<file path="src/rtl/shift_right_8bit_seq_pkg.sv">
// Shared definitions for the sequential right shifter: data width,
// shift-mode encodings and FSM state type.
package shift_right_8bit_seq_pkg;

  localparam int DATA_W = 8;
  // Counter width covers shift amounts 0..7 (b[2:0]).
  localparam int CNT_W  = 3;

  localparam logic [1:0] SHR_LOGIC  = 2'b00;
  localparam logic [1:0] SHR_ARITH  = 2'b01;
  localparam logic [1:0] SHR_ROTATE = 2'b10;

  typedef enum logic [1:0] {
    IDLE  = 2'b00,
    SHIFT = 2'b01,
    DONE  = 2'b10
  } shr_state_e;

endpackage

</file>
<file path="src/rtl/mux2.sv">
// One-bit 2:1 multiplexer; used as the per-bit stage of the shifter.
module mux2 (
  input  logic i_d0,
  input  logic i_d1,
  input  logic i_sel,
  output logic o_y
);

  assign o_y = i_sel ? i_d1 : i_d0;

endmodule

</file>
<file path="src/rtl/shift_right_8bit_seq.sv">
// Sequential 8-bit right shifter: one bit position per clock, logical,
// arithmetic or rotate, with a start/busy/done handshake and carry-out.
module shift_right_8bit_seq
  import shift_right_8bit_seq_pkg::*;
(
  input  logic              clk,
  input  logic              rst_n,
  input  logic              start,
  input  logic [DATA_W-1:0] a,
  input  logic [DATA_W-1:0] b,
  input  logic [1:0]        mode,
  output logic              busy,
  output logic              done,
  output logic [DATA_W-1:0] y,
  output logic              carry_out
);

  shr_state_e        r_state;
  shr_state_e        w_next_state;
  logic [DATA_W-1:0] r_data;
  logic [CNT_W-1:0]  r_cnt;
  logic [1:0]        r_mode;
  logic              r_carry;

  logic              w_accept;
  logic              w_shift_en;
  logic              w_is_arith;
  logic              w_rot_bit;
  logic              w_fill;
  logic [DATA_W-1:0] w_shifted;
  logic [DATA_W-1:0] w_stage;
  logic              w_unused_b;

  // Upper shift-amount bits carry no meaning for an 8-bit operand.
  assign w_unused_b = ^b[DATA_W-1:CNT_W];

  assign w_accept   = (r_state == IDLE) && start;
  assign w_shift_en = (r_state == SHIFT);

  // Fill bit for reg[7]: old MSB when arithmetic, old LSB when rotating,
  // zero otherwise (logical and the reserved encoding).
  assign w_is_arith = (r_mode == SHR_ARITH);
  assign w_rot_bit  = (r_mode == SHR_ROTATE) & r_data[0];

  mux2 u_fill_mux (
    .i_d0  (w_rot_bit),
    .i_d1  (r_data[DATA_W-1]),
    .i_sel (w_is_arith),
    .o_y   (w_fill)
  );

  assign w_shifted = {w_fill, r_data[DATA_W-1:1]};

  // Per-bit stage: hold the register value, or take the shifted value in SHIFT.
  for (genvar gi = 0; gi < DATA_W; gi++) begin : g_stage
    mux2 u_bit_mux (
      .i_d0  (r_data[gi]),
      .i_d1  (w_shifted[gi]),
      .i_sel (w_shift_en),
      .o_y   (w_stage[gi])
    );
  end

  // FSM state register.
  always_ff @(posedge clk or negedge rst_n) begin
    // NOTE: clocked state uses non-blocking assignments so every register
    // samples pre-edge values regardless of statement order.
    if (!rst_n) r_state <= IDLE;
    else        r_state <= w_next_state;
  end

  // Next-state decode; a zero amount skips SHIFT and goes straight to DONE.
  always_comb begin
    // NOTE: default first so no path leaves w_next_state unassigned (no latch).
    w_next_state = r_state;
    case (r_state)
      IDLE:    if (start) w_next_state = (b[CNT_W-1:0] != '0) ? SHIFT : DONE;
      SHIFT:   if (r_cnt == CNT_W'(1)) w_next_state = DONE;
      DONE:    w_next_state = IDLE;
      default: w_next_state = IDLE;
    endcase
  end

  // Datapath: load operand/amount/mode on an accepted start, then shift
  // one bit per SHIFT cycle, capturing the bit leaving position 0.
  always_ff @(posedge clk or negedge rst_n) begin
    if (!rst_n) begin
      r_data  <= '0;
      r_cnt   <= '0;
      r_mode  <= SHR_LOGIC;
      r_carry <= 1'b0;
    end else if (w_accept) begin
      r_data  <= a;
      r_cnt   <= b[CNT_W-1:0];
      r_mode  <= mode;
      r_carry <= 1'b0;
    end else begin
      r_data <= w_stage;
      if (w_shift_en) begin
        r_carry <= r_data[0];
        r_cnt   <= r_cnt - CNT_W'(1);
      end
    end
  end

  assign busy      = (r_state != IDLE);
  assign done      = (r_state == DONE);
  assign y         = r_data;
  assign carry_out = r_carry;

endmodule
</file>
<file path="config.mk">
export PLATFORM = sky130hd
export DESIGN_NAME = shift_right_8bit_seq
export DESIGN_NICKNAME = d
export VERILOG_FILES = /design/src/rtl/shift_right_8bit_seq_pkg.sv /design/src/rtl/mux2.sv /design/src/rtl/shift_right_8bit_seq.sv
export SDC_FILE = /design/constraint.sdc
export NUM_CORES = 1
export LEC_CHECK = 0
export CAP_MARGIN = 20
export CORE_UTILIZATION = 48
export CTS_CLUSTER_SIZE = 28
export DETAILED_ROUTE_END_ITERATION = 10
export PLACE_DENSITY = 0.83
export SLEW_MARGIN = 20
export SYNTH_ARGS = -nofsm -noshare
export SYNTH_HDL_FRONTEND = slang
export SYNTH_SLANG_ARGS = --single-unit
</file>
<file path="constraint.sdc">
create_clock -name clk -period 2.62 [get_ports clk]
set_input_delay 0.786 -clock clk [delete_from_list [all_inputs] [get_ports clk]]
set_output_delay 0.786 -clock clk [all_outputs]
set_load 0.05 [all_outputs]
</file>
==> flow_metrics.env <==
export IMPL_drt_iter0_markers=8
export IMPL_dp_hpwl_mm=1.46
export IMPL_tightest_slew_ps=713
export IMPL_min_period_ps=2340
export IMPL_grt_pass1_vias=715
export IMPL_worst_path_buf_inv=1
export IMPL_status="finished clean"
export IMPL_critPathLaunchType="register"
export IMPL_synth_warnings=0
export IMPL_dieWidth_um=46.9
export IMPL_grt_antenna_before_repair=0
export IMPL_die_height_um=46.9
export IMPL_maxSlewViolCount=0
export IMPL_start_util=0.538
export IMPL_ctsResizeCount=0
export IMPL_diodes=0
export IMPL_portBuffers=26
export IMPL_place_ws_ps=449
export IMPL_dr_pass1_iters=4
export IMPL_power_leakage_nw=0.530
export IMPL_layout_nets=142
export IMPL_worst_slew_margin_rel=0.523
export IMPL_cts_sinks=16
export IMPL_clk_insertion_delay_late_ps=280
export IMPL_cts_tree="built"
export IMPL_cts_root_buffer="clkbuf_4"
export IMPL_drive_above_1_share=0.119
export IMPL_fin_setup_tns_ps=0
export IMPL_clk_pin_slew_ps=90
export IMPL_n_fill_cell=146
export IMPL_grt_pass1_wl_mm=3.06
export IMPL_num_vias=761
export IMPL_dieArea_um2=2200
export IMPL_holdCritPathClass="reg -> reg"
export IMPL_worstPathRequired_ps=1830
export IMPL_wire_per_inst_um=13.6
export IMPL_syn_inst=99
export IMPL_crit_family="buffers and inverters"
export IMPL_rows=15
export IMPL_clock_skew_ps=0.707
export IMPL_fmax_ghz=0.427
export IMPL_num_io_pins=32
export IMPL_cellPowerDensity_nw_per_um2=1240
export IMPL_cts_buffer_depth=2
export IMPL_ys_ff_latch=16
export IMPL_ys_seq_area_frac=0.413
export IMPL_maxCapViolCount=0
export IMPL_endpoint_kind="output port"
export IMPL_syn_to_final_growth_pct=25.3
export IMPL_core_um2=1800
export IMPL_vias_per_cell=5.32
export IMPL_synth_cell_types=28
export IMPL_cp_slowest_cell="clkdlybuf4s50_1"
export IMPL_setup_viol=0
export IMPL_vdd_ir_drop_max_v=0.000660
export IMPL_drc=0
export IMPL_grt_util_all_layers=0.202
export IMPL_finalHoldViolations=0
export IMPL_finalPower_w=0.00150
export IMPL_setup_ws_ps=277
export IMPL_avgSynthCellArea_um2=9.78
export IMPL_synthesis_nets=122
export IMPL_gp_congestion=0.713
export IMPL_critPathKind="reg -> out"
export IMPL_syn_area_um2=968
export IMPL_htreeDepth=1
export IMPL_post_cts_setup_buffers=0
export IMPL_cts_made_buffers=3
export IMPL_worstPathArrival_ps=1560
export IMPL_slowest_delay_ps=840
export IMPL_grt_overflow_total=0
export IMPL_worstPathMaxFanout=5
export IMPL_crit_chain="clkdlybuf4s50_1"
export IMPL_grt_start_max_net_pins=18
export IMPL_antenna_left=0
export IMPL_rsz0062_at_grt="false"
export IMPL_fin_crit_sh=0.894
export IMPL_hold_buffers=0
export IMPL_drt_wl_total_mm=1.94
per-layer routing:
| metal | GRT usage | part of all wire | vias to the layer above |
|---|---|---|---|
| met1 | 0.249 | 0.44 | 357 |
| met4 | 0.0343 | 0.0062 | 0 |
| met3 | 0.0692 | 0.048 | 2 |
| met2 | 0.347 | 0.51 | 21 |
| met5 | 0 | 0 | - |
| li1 | - | - | 381 |
worst paths after layout:
path | from | end | slack [ps] | cells past startpoint
hold / removal | carry_out | carry_out | 530 | 1
setup / recovery | y[0] | y[0] | 280 | 1
max in group asynchronous | rst_n | r_mode[0] | 1250 | 1
setup reg to reg | r_state[0] | y[0] | 990 | 4
hold reg to reg | carry_out | carry_out | 530 | 1
min in group asynchronous | rst_n | r_cnt[1] | 920 | 1
registers in the layout, indices dropped and copies added, names as in the netlist:
register and cells:
r_mode 2, y 8, r_state 2, r_cnt 3, carry_out 1
placed cells by master, fill, tap and decap left out, drive strengths merged, types with 3 or more instances in the layout:
cell | netlist | final
a21oi | 8 | 8
a22oi | 8 | 8
a2bb2oi | 3 | 3
buf | 13 | 6
clkbuf | 2 | 4
clkdlybuf4s50 | 0 | 24
dfrtp | 16 | 16
inv | 6 | 6
nor2b | 10 | 10
o21ai | 11 | 11
where the power goes:
| group | switching, W | total, W | internal, W |
|---|---|---|---|
| logic | 0.000526 | 0.000881 | 0.000355 |
| clock network | 0.0000773 | 0.000162 | 0.0000846 |
| registers | 0.0000973 | 0.000458 | 0.000361 |
stage by stage:
stage	std cells	hold WS (ps)	instance area (µm²)	util
finish	143	534	1210	0.674
global route	143	542	1210	0.674
global placement	139	495	1180	0.653
detailed placement	139	509	1180	0.653
CTS	143	540	1210	0.674
floorplan	99	488	968	-
cell families (layout without fill, tap and decap cells):
| group | count (synthesis) | in the layout | share of synthesized area |
|---|---|---|---|
| AND/OR/NAND/NOR | 20 | 20 | 0.143 |
| AO/OA/AOI/OAI | 36 | 36 | 0.239 |
| buffers and inverters | 21 | 40 | 0.134 |
| adder cells (fa/ha/maj) | 2 | 2 | 0.0258 |
| multiplexers | 4 | 4 | 0.0439 |
| flip-flops | 16 | 16 | 0.413 |
cell type report:
class / instances / area [µm²] / share of cell area
clock buffer: 4 / 36.3 / 0.0299
inverter: 6 / 22.5 / 0.0186
multi-input combinational: 62 / 438 / 0.361
sequential: 16 / 400 / 0.330
tap: 25 / 31.3 / 0.0258
timing repair buffer: 30 / 285 / 0.235
cells in the mapped netlist:
| library cell | count | share of area |
|---|---|---|
| dfrtp_1 | 16 | 0.41 |
| o21ai_0 | 11 | 0.057 |
| nor2b_1 | 10 | 0.065 |
| buf_4 | 9 | 0.070 |
| a21oi_1 | 8 | 0.041 |
| a22oi_1 | 8 | 0.062 |
| inv_1 | 6 | 0.023 |
| a2bb2oi_1 | 3 | 0.027 |
| and3b_1 | 2 | 0.018 |
| buf_2 | 2 | 0.010 |
| buf_6 | 2 | 0.023 |
| clkbuf_1 | 2 | 0.0078 |
| ha_1 | 2 | 0.026 |
| mux2_2 | 2 | 0.023 |
| mux2i_1 | 2 | 0.021 |
| nor2_1 | 2 | 0.0078 |
| a211oi_1 | 1 | 0.0078 |
| a22o_1 | 1 | 0.0090 |
| a32oi_1 | 1 | 0.0090 |
| and2b_1 | 1 | 0.0078 |
| nand2b_1 | 1 | 0.0065 |
| nand3b_1 | 1 | 0.0078 |
| nor3_1 | 1 | 0.0052 |
| nor3b_4 | 1 | 0.019 |
| o211a_1 | 1 | 0.010 |
| o21bai_1 | 1 | 0.0078 |
| o31ai_1 | 1 | 0.0078 |
| or2_2 | 1 | 0.0065 |
(Power assumes the default switching activity.)
